--- config.mk ---
export PLATFORM = sky130hd
export DESIGN_NAME = ula_exec_unit
export DESIGN_NICKNAME = d
export VERILOG_FILES = /design/src/rtl/ula_exec_unit.sv
export SDC_FILE = /design/constraint.sdc
export NUM_CORES = 1
export LEC_CHECK = 0
export ABC_AREA = 1
export CAP_MARGIN = 20
export CORE_ASPECT_RATIO = 1.1
export CORE_UTILIZATION = 67
export DETAILED_ROUTE_END_ITERATION = 12
export PLACE_DENSITY = 0.91
export SYNTH_ARGS = -nofsm -noshare
export SYNTH_HDL_FRONTEND = slang
export SYNTH_SLANG_ARGS = --single-unit
--- constraint.sdc ---
create_clock -name clk -period 6.4 [get_ports clk]
set_input_delay 1.28 -clock clk [delete_from_list [all_inputs] [get_ports clk]]
set_output_delay 1.28 -clock clk [all_outputs]
set_load 0.01 [all_outputs]
--- src/rtl/ula_exec_unit.sv ---
// ula_exec_unit: execution stage for the opcode controller.
// ADD/SUB/MUL finish in one cycle; DIV/MOD run a restoring divider that
// retires one quotient bit per cycle. One operation is in flight at a time,
// and the result is held until the consumer takes it.
//
// Handshake: an operation is accepted on a rising edge where in_valid and
// in_ready are both high. in_ready is high only in IDLE. A result is handed
// off on a rising edge where out_valid and out_ready are both high. While
// out_valid is high, result and flags do not change. A producer whose
// in_valid is not consumed must keep it asserted.
module ula_exec_unit #(
  parameter int WIDTH = 8
) (
  input  logic             clk,
  input  logic             reset,
  input  logic [2:0]       ula_operation,
  input  logic [WIDTH-1:0] operand_a,
  input  logic [WIDTH-1:0] operand_b,
  input  logic             in_valid,
  output logic             in_ready,
  output logic [WIDTH-1:0] result,
  output logic             overflow,
  output logic             error,
  output logic             out_valid,
  input  logic             out_ready
);

  localparam logic [2:0] OP_ADD = 3'b000;
  localparam logic [2:0] OP_SUB = 3'b001;
  localparam logic [2:0] OP_MUL = 3'b010;
  localparam logic [2:0] OP_DIV = 3'b011;
  localparam logic [2:0] OP_MOD = 3'b100;

  localparam int CW = $clog2(WIDTH + 1);

  typedef enum logic [1:0] {
    S_IDLE = 2'd0,
    S_EXEC = 2'd1,
    S_DIV  = 2'd2,
    S_HOLD = 2'd3
  } state_t;

  state_t state_q, state_d;

  logic [2:0]       op_q;
  logic [WIDTH-1:0] a_q;
  logic [WIDTH-1:0] b_q;
  logic [WIDTH-1:0] rem_q;
  logic [WIDTH-1:0] quot_q;
  logic [CW-1:0]    cnt_q;
  logic [WIDTH-1:0] result_q;
  logic             overflow_q;
  logic             error_q;

  logic             accept;
  logic             start_div;
  logic             div_done;

  logic [WIDTH:0]     sum;
  logic [2*WIDTH-1:0] prod;
  logic [WIDTH-1:0]   exec_result;
  logic               exec_overflow;
  logic               exec_error;

  logic [WIDTH:0]   shifted;
  logic [WIDTH:0]   trial;
  logic [WIDTH-1:0] rem_next;
  logic [WIDTH-1:0] quot_next;

  assign in_ready  = (state_q == S_IDLE);
  assign out_valid = (state_q == S_HOLD);
  assign result    = result_q;
  assign overflow  = overflow_q;
  assign error     = error_q;

  assign accept    = in_valid && in_ready;
  // Only a real divide with a nonzero divisor needs the iterative path;
  // divide-by-zero resolves in the single-cycle EXEC state.
  assign start_div = ((ula_operation == OP_DIV) || (ula_operation == OP_MOD)) &&
                     (operand_b != '0);
  assign div_done  = (cnt_q == CW'(WIDTH));

  // State register.
  always_ff @(posedge clk) begin
    if (reset) state_q <= S_IDLE;
    else       state_q <= state_d;
  end

  // Next-state logic: IDLE -> EXEC or DIV -> HOLD -> IDLE.
  always_comb begin
    state_d = state_q;
    case (state_q)
      S_IDLE: if (accept) state_d = start_div ? S_DIV : S_EXEC;
      S_EXEC: state_d = S_HOLD;
      S_DIV:  if (div_done) state_d = S_HOLD;
      S_HOLD: if (out_ready) state_d = S_IDLE;
      default: state_d = S_IDLE;
    endcase
  end

  // Single-cycle results, computed from the latched operands.
  always_comb begin
    sum           = {1'b0, a_q} + {1'b0, b_q};
    prod          = {{WIDTH{1'b0}}, a_q} * {{WIDTH{1'b0}}, b_q};
    exec_result   = '0;
    exec_overflow = 1'b0;
    exec_error    = 1'b0;
    case (op_q)
      OP_ADD: begin
        exec_result   = sum[WIDTH-1:0];
        exec_overflow = sum[WIDTH];
      end
      OP_SUB: begin
        exec_result   = a_q - b_q;
        exec_overflow = (a_q < b_q);
      end
      OP_MUL: begin
        exec_result   = prod[WIDTH-1:0];
        exec_overflow = |prod[2*WIDTH-1:WIDTH];
      end
      // EXEC only sees DIV/MOD when the divisor is zero.
      OP_DIV: begin
        exec_result = '1;
        exec_error  = 1'b1;
      end
      OP_MOD: begin
        exec_result = a_q;
        exec_error  = 1'b1;
      end
      default: begin
        exec_result = '0;
        exec_error  = 1'b1;
      end
    endcase
  end

  // One restoring-division step: shift in the next dividend bit and
  // subtract the divisor if it fits.
  always_comb begin
    shifted   = {rem_q, quot_q[WIDTH-1]};
    trial     = shifted - {1'b0, b_q};
    rem_next  = shifted[WIDTH-1:0];
    quot_next = {quot_q[WIDTH-2:0], 1'b0};
    if (!trial[WIDTH]) begin
      rem_next  = trial[WIDTH-1:0];
      quot_next = {quot_q[WIDTH-2:0], 1'b1};
    end
  end

  // Datapath: latch on accept, iterate in DIV, load the output registers
  // when leaving EXEC or DIV.
  always_ff @(posedge clk) begin
    if (reset) begin
      op_q       <= '0;
      a_q        <= '0;
      b_q        <= '0;
      rem_q      <= '0;
      quot_q     <= '0;
      cnt_q      <= '0;
      result_q   <= '0;
      overflow_q <= 1'b0;
      error_q    <= 1'b0;
    end else begin
      case (state_q)
        S_IDLE: begin
          if (accept) begin
            op_q   <= ula_operation;
            a_q    <= operand_a;
            b_q    <= operand_b;
            rem_q  <= '0;
            quot_q <= operand_a;
            cnt_q  <= '0;
          end
        end
        S_EXEC: begin
          result_q   <= exec_result;
          overflow_q <= exec_overflow;
          error_q    <= exec_error;
        end
        S_DIV: begin
          if (div_done) begin
            result_q   <= (op_q == OP_DIV) ? quot_q : rem_q;
            overflow_q <= 1'b0;
            error_q    <= 1'b0;
          end else begin
            rem_q  <= rem_next;
            quot_q <= quot_next;
            cnt_q  <= cnt_q + CW'(1);
          end
        end
        default: ;
      endcase
    end
  end

endmodule
==> Yosys cells after proc, flatten, opt, wreduce, memory -nomap -nowiden <==
Cells that the tools add are included.
{ "totals": {"reg_bits": 51, "latch_bits": 0, "mem_bits_rw": 0, "romBits": 0, "word_cells": 69, "mem_count": 0} }
{ "classes": {"n_addsub": 4, "mul": 1, "div_mod_pow": 0, "magnitude_cmp": 1, "eq_ne": 14, "shifts": 0, "muxes": 25, "n_bitwise": 0, "reduce_logical": 14} }
{ "op_table": {"columns": ["cell", "n"], "rows": [
  ["$mux W8", 7],
  ["$pmux W8 S2", 3],
  ["$pmux W8 S5", 1],
  ["$mul A8 B8 Y16", 1],
  ["$add A8 B8 Y9", 1],
  ["$eq A3 B2 Y1 const B", 3],
  ["$sub A9 B8 Y9", 1],
  ["$lt A8 B8 Y1", 1],
  ["$mux W2", 4],
  ["$mux W4", 2],
  ["$pmux W2 S4", 1],
  ["$pmux W4 S2", 1],
  ["$reduce_bool A8 Y1", 1],
  ["$reduce_or A8 Y1", 1],
  ["$sub A8 B8 Y8", 1],
  ["$eq A3 B3 Y1 const B", 2],
  ["$reduce_and A3 Y1", 2],
  ["$add A4 B1 Y4 const B", 1],
  ["$eq A2 B2 Y1 const B", 2],
  ["$eq A4 B4 Y1 const B", 1],
  ["$ne A2 B1 Y1 const B", 2],
  ["$ne A2 B2 Y1 const B", 2],
  ["$pmux W1 S2", 2],
  ["$reduce_and A2 Y1", 2],
  ["10 further kinds", 14]
]} }

==> Logic depth before layout (Yosys ltp) <==
{ "logic_depth": {"word_depth": 6, "mapped_depth": 27} }

==> Worst setup path before layout <==
OpenSTA, ideal clock, no wires.
{ "synth_timing": {"kind": "reg2reg", "from": "register a_q[1]", "to": "register overflow_q, in the netlist overflow", "setup_time_ns": 0.140, "arrival_time_ns": 4.118, "required_ns": 6.260, "slack_ns": 2.142, "stages_incl_launch_ff": 23, "cell_sequence": "dfxtp_1 > clkbuf_1 > nand2_1 > fa_1 > fa_1 > inv_1 > fa_1 > inv_1 > fa_1 > inv_1 > ha_1 > nand2_1 > nand2_1 > a21oi_1 > nand3b_1 > nand2_1 > nand2_1 > nor2_1 > nand3_1 > nand2_1 > nand2_1 > nand2_1 > a21oi_1"} }
{ "synth_via": {"elab_chain_cells": 4, "word_cells_on_any_way": 6, "classes_between": "add/sub: 1; mul: 1; order compare: 1; mux: 2; reduce/logical: 1"} }
{ "synth_lines": {"columns": ["element", "line", "text"], "rows": [
  ["from (decl)", "46", "logic [WIDTH-1:0] a_q;"],
  ["from (signal assigned)", "168", "a_q <= operand_a;"],
  ["$mul A8 B8 Y16", "104", "prod = {{WIDTH{1'b0}}, a_q} * {{WIDTH{1'b0}}, b_q};"],
  ["$reduce_or A8 Y1", "119", "exec_overflow = |prod[2*WIDTH-1:WIDTH];"],
  ["$pmux W1 S3 (*)", "108", "case (op_q)"],
  ["$pmux W1 S2 (*)", "164", "case (state_q)"],
  ["to (signal assigned)", "177", "overflow_q <= exec_overflow;"],
  ["to (decl)", "52", "logic overflow_q;"]
]} }
Mark *: on every way between the ends. The rest lies on a longest branch, timed or not.
A chain may end at the register's enable or synchronous reset.

==> Worst setup path in the final report <==
Ends and elaborated chain as after synthesis.

==> flow_summary_export.csv <==
group,metric,value,unit
timing,slew-limit-headroom,0.275,
synth,synthDistinctLibCells,44,
cts,clk_latency,0.31,ns
critical_path,max_stage_delay,0.63,ns
critical_path,path_max_fanout,12,
routing,wl_per_cell,16.3,um
synth,synth_seq_cells,51,
synth,yosysWarnings,0,
timing,post-route-period-util,0.728,
synth,synthArstFlopShare,0,
pwr,cellPowerDensity,359,nW/um^2
place,hpwlAfterDp,13000,um
routing,first_pass_iters,5,
synth,synth_top_area_frac,0.173,
die,die_width,91.4,um
timing,fin_setup_tns,0,ns
grt,grt_max_degree,38,
cts,cts-root-buf,"clkbuf_8",
grt,grt_overflow,0,
critical_path,path_class,"flip-flop to flip-flop",
timing,worstMarginPinSlew,1.09,ns
die,die_h,100,um
cts,postCtsHoldBufs,0,
synth,synth_seq_area_share,0.173,
synth,synth_ff_type,"dfxtp_1",
critical_path,cp-end-kind,"flip-flop",
critical_path,cp.arrival,4.81,ns
place,gp_routability_congestion,1.04,
cts,cts_buffer_depth,2,
cts,path_clk_slew,0.10,ns
synth,syn_area,5890,sq um
timing,drv_slew,0,
synth,synth_edf_count,0,
cts,cts_resized,0,
timing,worst_clock_skew,0.0168,ns
die,pin_count,35,
place,port_buffers,34,
synth,synthesis.nets,998,
timing,grt_setup_unrepaired,"false",
layout,antenna_cells,0,
critical_path,required,6.55,ns
timing,hold_violations,0,
cts,cts_sinks,51,
critical_path,ff2ff_setup_slack,1.74,ns
place,place_area,6220,sq um
critical_path,worstPathCellList,"nand2_1 > fa_1 > fa_1 > inv_1 > fa_1 > inv_1 > fa_1 > inv_1 > ha_1 > nand2_1 > nand2_1 > inv_1 > nand2_1 > nand2_1 > nand3_1 > nand2_1 > nand2_1 > nor2_1 > nand3_1 > nand2_1 > nand2_1 > nand2_1 > a21oi_1",
synth,yosys.area.top_type,"dfxtp_1",
layout,most-common-layout-cells,"206 x nand2_1, 172 x inv_1, 67 x a21oi_1",
cts,cts_tree,"yes",
routing,routed_via_density,5.85,
grt,antenna_found_initial,0,
critical_path,crit_buf_inv,4,
layout,area_delta_synth_final,7.07,%
layout,fin_area,6310,sq um
run_status,status,"finished, final reports clean",
routing,vias,5791,
routing,drtIter0Drc,255,
routing,wirelength,16100,um
timing,min_period,4.66,ns
die,initial_core_util,0.697,
die,num_rows,35,
critical_path,start_kind,"flip-flop",
grt,grt_pass1_wl,26700,um
layout,fin_nets,1006,
synth,syn_inst,871,
routing,ant_nets,0,
die,dieArea,9170,sq um
critical_path,critPathSlowestCell,"dfxtp_1",
grt,grt_pass1_vias,5747,
pwr,peakVddDrop,0.341,mV
cts,post_cts.repair.setup_buffers,0,
run,drv_cap,0,
routing,post-route-drc-count,0,
grt,grtUsageTotal,0.366,
layout,drive_gt1_frac,0.0387,
min_path,hp-class,"flip-flop to flip-flop",
timing,fmax,0.215,GHz
layout,final_common_cell,"nand2_1",
die,core_area,8450,sq um
synth,avgSynthCellArea,6.76,sq um
critical_path,crit_family,"adder cells",
critical_path,timing.critical_path.mode_cell,"nand2_1",
cts,cts_buffers,5,
pwr,p_leak,3.32,nW
cts,htreeDepth,2,
timing,setup_viol,0,
synth,synth.area.top_cells,"dfxtp_1 17%, ha_1 14%, fa_1 13%",
-- through the flow --
| step | hold WS (ns) | total power, mW | setup slack, ns | instances | utilization |
|---|---|---|---|---|---|
| floorplan | 0.444 | 1.68 | 2.14 | 871 | - |
| global placement | 0.457 | 1.98 | 1.92 | 983 | 0.736 |
| detailed placement | 0.462 | 2.03 | 1.77 | 983 | 0.736 |
| CTS | 0.479 | 2.23 | 1.74 | 990 | 0.746 |
| global route | 0.515 | 2.47 | 1.42 | 990 | 0.746 |
| finish | 0.485 | 2.27 | 1.74 | 990 | 0.746 |
-- sequential cells by signal, summed over array words and instances (netlist names) --
register,count
b_q,8
op_q,3
state_q,2
rem_q,8
quot_q,8
overflow,1
error,1
cnt_q,4
a_q,8
result,8
-- final cells by class --
type	instances	area (sq um)
flip-flops and latches	51	1020
inverters	176	661
repair buffers	34	340
well taps	111	139
multi-input cells	611	4060
clock inverters	1	8.76
clock buffers	6	82.6
fillers	678	2140
-- tightest hold or removal path: stages (launching register included) --
cell	delay, ns
dfxtp_1	0.32
inv_1	0.07
a21oi_1	0.06
-- final timing paths --
kind	start	to	cells after the start
setup / recovery	a_q[1]	overflow	23
hold / removal	quot_q[4]	quot_q[4]	2
setup reg to reg	a_q[1]	overflow	23
hold reg to reg	quot_q[4]	quot_q[4]	2
-- synth_stat cells, types with 3 or more instances --
cell type / count
nand2_1: 206
inv_1: 172
a21oi_1: 67
ha_1: 65
o21ai_0: 58
dfxtp_1: 51
nor2_1: 49
fa_1: 39
nand3_1: 34
clkbuf_1: 25
a31oi_1: 10
nor3_1: 7
xor2_1: 7
a21oi_2: 6
nand4_1: 6
buf_2: 5
nand2_2: 5
nand3b_1: 5
o211ai_2: 5
a21boi_0: 4
o21ai_1: 4
a211oi_1: 3
o221ai_1: 3
or2_1: 3
or2_2: 3
-- cells by family (layout without fill, tap and decap cells) --
| group | count (synthesis) | in the layout | synth area share |
|---|---|---|---|
| compound gates | 172 | 172 | 0.170 |
| flops | 51 | 51 | 0.173 |
| fa+ha+maj | 104 | 104 | 0.271 |
| buf+inv | 209 | 217 | 0.138 |
| simple gates | 326 | 326 | 0.235 |
| xor+xnor | 9 | 9 | 0.0134 |
-- metal layers --
layer,track usage,wire [um],vias to the layer above
met5,0,0,-
met4,0.175,799,0
met3,0.0333,953,74
met2,0.681,8200,253
met1,0.421,6170,2692
li1,-,-,2772
-- power by group --
part | switching, mW | internal (mW)
logic | 0.976 | 0.534
clock network | 0.111 | 0.0873
registers | 0.146 | 0.411
No activity file was read; power rests on OpenSTA's default activity.
